File: src/rtl/pipe_fwd_ctrl_pkg.sv
// Shared pipeline definitions: ALU operand select encodings, link register,
// and the shadow-stage records tracked by the forwarding controller.
package pipe_fwd_ctrl_pkg;

  typedef enum logic [1:0] {
    SEL_REG    = 2'b00,
    SEL_SA_IMM = 2'b01,
    SEL_MALU   = 2'b10,
    SEL_WALU   = 2'b11
  } sel_t;

  localparam logic [4:0] RA    = 5'd31;
  localparam int         CNT_W = 16;

  // EXE shadow keeps the load flag because only an EXE-stage load forces a stall
  typedef struct packed {
    logic       wreg;
    logic       m2reg;
    logic [4:0] rn;
  } shadow_t;

  // By MEM the load result is reachable through the WB path, so only the write tag matters
  typedef struct packed {
    logic       wreg;
    logic [4:0] rn;
  } fwd_t;

  localparam shadow_t E_BUBBLE = '{wreg: 1'b0, m2reg: 1'b0, rn: 5'd0};
  localparam fwd_t    M_BUBBLE = '{wreg: 1'b0, rn: 5'd0};

  function automatic logic [4:0] eff_dest(input logic jal, input logic [4:0] rn);
    return jal ? RA : rn;
  endfunction

endpackage

File: src/rtl/pipe_fwd_ctrl_if.sv
// ID-stage decode bundle into the forwarding controller and its EXE-side
// select/stall results.
interface pipe_fwd_ctrl_if;
  import pipe_fwd_ctrl_pkg::*;

  logic [4:0]       drs;
  logic [4:0]       drt;
  logic             duse_rs;
  logic             duse_rt;
  logic             dshift;
  logic             daluimm;
  logic             dwreg;
  logic             dm2reg;
  logic             djal;
  logic [4:0]       drn;
  logic             dvalid;
  logic             dflush;
  logic             stall;
  logic [1:0]       adepend;
  logic [1:0]       bdepend;
  logic             ebubble;
  logic [CNT_W-1:0] stall_cnt;

  modport master (
    output drs, drt, duse_rs, duse_rt, dshift, daluimm, dwreg, dm2reg, djal, drn,
           dvalid, dflush,
    input  stall, adepend, bdepend, ebubble, stall_cnt
  );

  modport slave (
    input  drs, drt, duse_rs, duse_rt, dshift, daluimm, dwreg, dm2reg, djal, drn,
           dvalid, dflush,
    output stall, adepend, bdepend, ebubble, stall_cnt
  );

endinterface

File: src/rtl/pipe_fwd_ctrl_fwd_sel.sv
// One ALU operand select: override first, then the youngest in-flight producer
// (EXE before MEM). Also flags a load in EXE that this operand depends on.
module fwd_sel
  import pipe_fwd_ctrl_pkg::*;
(
  input  logic       [4:0] src,
  input  logic             use_src,
  input  logic             override,
  input  shadow_t          e,
  input  fwd_t             m,
  output sel_t             sel,
  output logic             load_hit
);

  logic hit_e;
  logic hit_m;

  // r0 is hard-wired zero, so it never matches a producer
  assign hit_e    = use_src && (src != 5'd0) && e.wreg && (src == e.rn);
  assign hit_m    = use_src && (src != 5'd0) && m.wreg && (src == m.rn);
  assign load_hit = hit_e && e.m2reg;

  always_comb begin
    sel = SEL_REG;
    if (override) begin
      sel = SEL_SA_IMM;
    end else if (hit_e) begin
      sel = SEL_MALU;
    end else if (hit_m) begin
      sel = SEL_WALU;
    end
  end

endmodule

File: src/rtl/pipe_fwd_ctrl.sv
// Forwarding and load-use interlock controller for a 5-stage pipeline: tracks
// EXE/MEM destination shadows and registers ALU A/B selects for the EXE stage.
module pipe_fwd_ctrl
  import pipe_fwd_ctrl_pkg::*;
(
  input logic             clk,
  input logic             rst,
  pipe_fwd_ctrl_if.slave  bus
);

  shadow_t          id_p0;
  shadow_t          e_p1;
  fwd_t             m_p2;
  sel_t             a_sel_p0;
  sel_t             b_sel_p0;
  sel_t             a_sel_p1;
  sel_t             b_sel_p1;
  logic             a_load_p0;
  logic             b_load_p0;
  logic             stall_p0;
  logic             vld_p0;
  logic             vld_p1;
  logic [CNT_W-1:0] stall_cnt;

  function automatic logic [CNT_W-1:0] sat_inc(input logic [CNT_W-1:0] v);
    return (&v) ? v : v + 1'b1;
  endfunction

  // ---- ID (p0): decode-side hazard and select evaluation ----
  assign id_p0 = '{wreg: bus.dwreg, m2reg: bus.dm2reg, rn: eff_dest(bus.djal, bus.drn)};

  fwd_sel u_fwd_a (
    .src      (bus.drs),
    .use_src  (bus.duse_rs),
    .override (bus.dshift),
    .e        (e_p1),
    .m        (m_p2),
    .sel      (a_sel_p0),
    .load_hit (a_load_p0)
  );

  fwd_sel u_fwd_b (
    .src      (bus.drt),
    .use_src  (bus.duse_rt),
    .override (bus.daluimm),
    .e        (e_p1),
    .m        (m_p2),
    .sel      (b_sel_p0),
    .load_hit (b_load_p0)
  );

  // A flushed or empty slot cannot stall; the interlock is masked during reset
  assign stall_p0 = !rst && bus.dvalid && !bus.dflush && (a_load_p0 || b_load_p0);
  assign vld_p0   = bus.dvalid && !bus.dflush && !stall_p0;

  // ---- EXE (p1) / MEM (p2) shadow registers ----
  always_ff @(posedge clk) begin
    if (rst) begin
      e_p1      <= E_BUBBLE;
      m_p2      <= M_BUBBLE;
      a_sel_p1  <= SEL_REG;
      b_sel_p1  <= SEL_REG;
      vld_p1    <= 1'b0;
      stall_cnt <= '0;
    end else begin
      e_p1     <= vld_p0 ? id_p0 : E_BUBBLE;
      m_p2     <= '{wreg: e_p1.wreg, rn: e_p1.rn};
      a_sel_p1 <= vld_p0 ? a_sel_p0 : SEL_REG;
      b_sel_p1 <= vld_p0 ? b_sel_p0 : SEL_REG;
      vld_p1   <= vld_p0;
      if (stall_p0) begin
        stall_cnt <= sat_inc(stall_cnt);
      end
    end
  end

  assign bus.stall     = stall_p0;
  assign bus.adepend   = a_sel_p1;
  assign bus.bdepend   = b_sel_p1;
  assign bus.ebubble   = !vld_p1;
  assign bus.stall_cnt = stall_cnt;

endmodule

File: src/flat_wrapper.sv
// flat-port wrapper written by rule: the top's interface ports become plain ports
module pipe_fwd_ctrl_flat import pipe_fwd_ctrl_pkg::*;
  (clk, rst, bus_drs, bus_drt, bus_duse_rs, bus_duse_rt, bus_dshift, bus_daluimm, bus_dwreg, bus_dm2reg, bus_djal, bus_drn, bus_dvalid, bus_dflush, bus_stall, bus_adepend, bus_bdepend, bus_ebubble, bus_stall_cnt);
  pipe_fwd_ctrl_if bus_i ();
  input logic clk;
  input logic rst;
  input wire logic [$bits(bus_i.drs)-1:0] bus_drs;
  input wire logic [$bits(bus_i.drt)-1:0] bus_drt;
  input wire logic [$bits(bus_i.duse_rs)-1:0] bus_duse_rs;
  input wire logic [$bits(bus_i.duse_rt)-1:0] bus_duse_rt;
  input wire logic [$bits(bus_i.dshift)-1:0] bus_dshift;
  input wire logic [$bits(bus_i.daluimm)-1:0] bus_daluimm;
  input wire logic [$bits(bus_i.dwreg)-1:0] bus_dwreg;
  input wire logic [$bits(bus_i.dm2reg)-1:0] bus_dm2reg;
  input wire logic [$bits(bus_i.djal)-1:0] bus_djal;
  input wire logic [$bits(bus_i.drn)-1:0] bus_drn;
  input wire logic [$bits(bus_i.dvalid)-1:0] bus_dvalid;
  input wire logic [$bits(bus_i.dflush)-1:0] bus_dflush;
  output wire logic [$bits(bus_i.stall)-1:0] bus_stall;
  output wire logic [$bits(bus_i.adepend)-1:0] bus_adepend;
  output wire logic [$bits(bus_i.bdepend)-1:0] bus_bdepend;
  output wire logic [$bits(bus_i.ebubble)-1:0] bus_ebubble;
  output wire logic [$bits(bus_i.stall_cnt)-1:0] bus_stall_cnt;
  assign bus_i.drs = bus_drs;
  assign bus_i.drt = bus_drt;
  assign bus_i.duse_rs = bus_duse_rs;
  assign bus_i.duse_rt = bus_duse_rt;
  assign bus_i.dshift = bus_dshift;
  assign bus_i.daluimm = bus_daluimm;
  assign bus_i.dwreg = bus_dwreg;
  assign bus_i.dm2reg = bus_dm2reg;
  assign bus_i.djal = bus_djal;
  assign bus_i.drn = bus_drn;
  assign bus_i.dvalid = bus_dvalid;
  assign bus_i.dflush = bus_dflush;
  assign bus_stall = bus_i.stall;
  assign bus_adepend = bus_i.adepend;
  assign bus_bdepend = bus_i.bdepend;
  assign bus_ebubble = bus_i.ebubble;
  assign bus_stall_cnt = bus_i.stall_cnt;
  pipe_fwd_ctrl u_core (.clk(clk), .rst(rst), .bus(bus_i));
endmodule
File: config.mk
export PLATFORM = sky130hd
export DESIGN_NAME = pipe_fwd_ctrl_flat
export DESIGN_NICKNAME = d
export VERILOG_FILES = /design/src/rtl/pipe_fwd_ctrl_pkg.sv /design/src/rtl/pipe_fwd_ctrl_if.sv /design/src/rtl/pipe_fwd_ctrl_fwd_sel.sv /design/src/rtl/pipe_fwd_ctrl.sv /design/src/flat_wrapper.sv
export SDC_FILE = /design/constraint.sdc
export NUM_CORES = 1
export LEC_CHECK = 0
export ABC_AREA = 1
export BUFFER_PORTS_ARGS = -buffer_cell sky130_fd_sc_hd__buf_2
export CAP_MARGIN = 40
export CELL_PAD_IN_SITES_DETAIL_PLACEMENT = 0
export CELL_PAD_IN_SITES_GLOBAL_PLACEMENT = 2
export CORE_ASPECT_RATIO = 1.25
export CORE_MARGIN = 2
export CORE_UTILIZATION = 28
export CTS_CLUSTER_DIAMETER = 50
export DETAILED_ROUTE_END_ITERATION = 10
export GPL_ROUTABILITY_DRIVEN = 0
export PLACE_DENSITY_LB_ADDON = 0.1
export SKIP_CTS_REPAIR_TIMING = 1
export SLEW_MARGIN = 20
export SYNTH_ARGS = -nofsm -noshare
export SYNTH_HDL_FRONTEND = slang
export SYNTH_SLANG_ARGS = --single-unit
File: constraint.sdc
create_clock -name clk -period 1.9 [get_ports clk]
set_input_delay 0.19 -clock clk [delete_from_list [all_inputs] [get_ports clk]]
set_output_delay 0.19 -clock clk [all_outputs]
set_load 0.1 [all_outputs]
==> impl_metrics.csv <==
group,metric,value,unit
hold_path,min_from,"bus_dshift",
cells_and_area,fill_cells,793,
detailed_routing,drc_errors,0,
global_route,grt_max_degree,28,
die,die_x,80.48,um
pwr,leakage,1.260,nW
placement,dpl.cell_count,459,
pwr,peakVddDrop,0.2439,mV
die,dieHeight,99.60,um
job,max_cap_viol_count,0,
hold_path,hold_depth,2,
clock_network,htreeDepth,2,
hold_path,min_path_type,"in -> reg",
synthesis,netlist_area,0.002047,sq mm
worst_setup_path,path_cells,"inv_1 > nand2_1 > nand2_1 > nand2_1 > nor2_1 > nand3_2 > nand2_8 > nand2_1 > inv_2 > buf_12",
synthesis,synth_most_common_cell,"nand2_1",
clock_network,clk_pin_slew,0.08,ns
timing,period_needed,1.749,ns
worst_setup_path,critical-path-top-cell-by-count,"nand2_1",
placement,port_buffers,47,
global_route,antenna_found_initial,0,
worst_setup_path,regToRegEndpoint,"u_core.bus.stall_cnt[5]",
worst_setup_path,worstSetupPathType,"reg -> out",
timing,max_slew_margin,0.6766,
worst_setup_path,worstPathRequired,1.71,ns
pwr,pwr_density_cell,562.5,mW/mm^2
detailed_routing,drt_iter0_drc,63,
cells_and_area,final_cell_count_no_fill,471,
detailed_routing,drt_pass1_iterations,4,
detailed_routing,dr_total_vias,2067,
timing,finalSetupViolCount,0,
detailed_routing,vias_per_cell,4.389,
worst_setup_path,start_kind,"flop",
pwr,power_frac_seq,0.507,
placement,dp_hpwl,4165,um
synthesis,ys.warnings.count,0,
synthesis,syn_avg_cell_area,6.279,sq um
detailed_routing,wl,5446,um
synthesis,synthesis.nets,353,
synthesis,synth_seq_cells,34,
die,start_util,0.2916,
timing,hold_viol,0,
die,dieArea,0.008015,sq mm
global_route,grt-ovfl-total,0,
synthesis,yosysTopAreaCell,"dfxtp_1",
timing,drv_slew,0,
worst_setup_path,crit_fanout,5,
timing,worstMarginPinSlew,0.4884,ns
clock_network,worst_skew_pair.late_latency,0.28,ns
clock_network,root_buffer,"clkbuf_8",
cells_and_area,area_growth,24.39,%
cells_and_area,nNetsFinal,407,
synthesis,ys_seq_area_frac,0.3325,
die,rows,34,
cells_and_area,final_util,0.3627,
pwr,clock_power_share,0.400,
synthesis,synth_ff_type,"dfxtp_1",
global_route,grt_pass1_vias,1887,
synthesis,synth_cells,326,
timing,rsz0062_at_grt,"true",
synthesis,synth_cell_type_count,30,
clock_network,cts_max_path_buffers,2,
worst_setup_path,endpoint_kind,"output pin",
worst_setup_path,crit_arrival,1.56,ns
worst_setup_path,reg2reg_from,"u_core.bus.stall_cnt[1]",
cells_and_area,antenna_cells,0,
synthesis,synth_top_cells_by_area,"dfxtp_1 (33%), nand2_1 (16%), nor2_1 (12%)",
pwr,p_int,0.001061,W
synthesis,yosysTopAreaCellShare,0.3325,
worst_setup_path,slowest_stage,"dfxtp_1",
clock_network,cts_sinks,34,
timing,fin_skew,0.004676,ns
synthesis,synth-edff-count,0,
detailed_routing,wl_per_cell,11.56,um
worst_setup_path,reg2reg_slack,0.28,ns
synthesis,synth_async_sr_flop_share,0,
global_route,grt_usage,0.1442,
hold_path,hold_end,"u_core.bus.adepend[1]",
timing,timing.final.crit_share,0.9206,
pwr,p_sw_frac,0.2591,
pwr,netSwitchingPower,0.0003711,W
die,num_io_pins,48,
worst_setup_path,crit_path_max_incr_delay,0.33,ns
clock_network,cts_buffers,5,
die,coreArea,0.007019,sq mm
global_route,grt_pass1_wl,8956,um
cells_and_area,drive_above_1_share,0.2703,
detailed_routing,ant_nets,0,
timing,max_clock_freq,571.7,MHz
clock_network,cts_tree,"built",
pwr,p_comb_frac,0.093,
synthesis,synth_common_cells,"nand2_1 (86), nor2_1 (65), inv_1 (54)",
run_status,outcome,"complete, no violations",
worst_setup_path,ff2ff_path_depth,10,
[critical path, delay by kind of cell, from the launching register on]
family / cells / cell delay (ns)
DFF: 1 / 0.33
buffers and inverters: 3 / 0.34
and+or+nand+nor: 7 / 0.62
[flip-flops by register name, indices dropped and copies added (netlist names)]
| signal | count |
|---|---|
| u_core.m_p2 | 6 |
| u_core.bus.bdepend | 2 |
| u_core.vld_p1 | 1 |
| u_core.bus.adepend | 2 |
| u_core.e_p1 | 7 |
| u_core.bus.stall_cnt | 16 |
[cell families (layout without fill, tap and decap cells)]
| family | Yosys count | after routing | synth area share |
|---|---|---|---|
| xor+xnor | 6 | 6 | 0.02567 |
| buf+inv | 69 | 124 | 0.1455 |
| flops | 34 | 34 | 0.3325 |
| fa+ha+maj | 1 | 1 | 0.006111 |
| compound gates | 11 | 11 | 0.03056 |
| simple gates | 205 | 205 | 0.4597 |
[area by class of cell]
cell class / instances / area (sq um) / share of cell area
flip-flops and latches: 34 / 701.9 / 0.2757
clock inverters: 1 / 5.005 / 0.001966
well taps: 90 / 112.6 / 0.04423
clock buffers: 7 / 86.33 / 0.03391
inverters: 61 / 229.0 / 0.08993
multi-input cells: 223 / 1089 / 0.4275
repair buffers: 55 / 322.8 / 0.1268
[layout by cell type (no fill, tap or decap), types with 5 or more instances in the layout]
cell | netlist | final
dfxtp_1 | 34 | 19
buf_2 | 1 | 46
clkbuf_8 | 0 | 6
xnor2_1 | 5 | 5
nand2_1 | 86 | 86
nand4_1 | 14 | 14
nor2_1 | 65 | 64
nand3_1 | 17 | 17
buf_4 | 3 | 7
dfxtp_2 | 0 | 14
nand3_2 | 10 | 10
inv_1 | 54 | 53
inv_2 | 6 | 7
[how the worst max path moves through the flow]
stage / startpoint / to / slack, ns
floorplan: u_core.bus.stall_cnt[0] / u_core.bus.stall_cnt[13] / 0.01
global placement: u_core.bus.stall_cnt[1] / u_core.bus.stall_cnt[5] / 0.16
detailed placement: u_core.bus.stall_cnt[1] / u_core.bus.stall_cnt[5] / 0.14
CTS: u_core.e_p1[4] / bus_stall / -0.03
global route: u_core.e_p1[0] / bus_stall / -0.02
finish: u_core.e_p1[4] / bus_stall / 0.15
[routing by layer]
metal,up-vias,part of all wire,wire [um],track usage
li1,1106,-,-,-
met1,914,0.41,2236,0.1687
met2,40,0.53,2906,0.2596
met3,7,0.041,226,0.02813
met4,0,0.014,76,0.04694
met5,-,0,0,0
[metrics by stage]
| stage | setup WS [ns] | instance area (sq um) | hold slack (ns) | power (W) | setup TNS, ns |
|---|---|---|---|---|---|
| global route | -0.01507 | 2546 | 0.07835 | 0.001511 | -0.01507 |
| global placement | 0.1559 | 2404 | 0.3871 | 0.0008803 | 0 |
| CTS | -0.02642 | 2495 | 0.07761 | 0.001470 | -0.02642 |
| finish | 0.1509 | 2546 | 0.08307 | 0.001432 | 0 |
| detailed placement | 0.1385 | 2404 | 0.3944 | 0.0008782 | 0 |
| floorplan | 0.01257 | 2067 | 0.2541 | 0.0008176 | 0 |
[power groups by stage]
stage	clock network, W	registers, W	logic [W]
2_1_floorplan	0	0.000750	0.0000679
3_3_place_gp	0	0.000742	0.000138
3_5_place_dp	0	0.000742	0.000136
4_1_cts	0.000608	0.000725	0.000136
5_1_grt	0.000632	0.000727	0.000152
6_report	0.000572	0.000726	0.000134
Power figures use the tool's default switching activity.
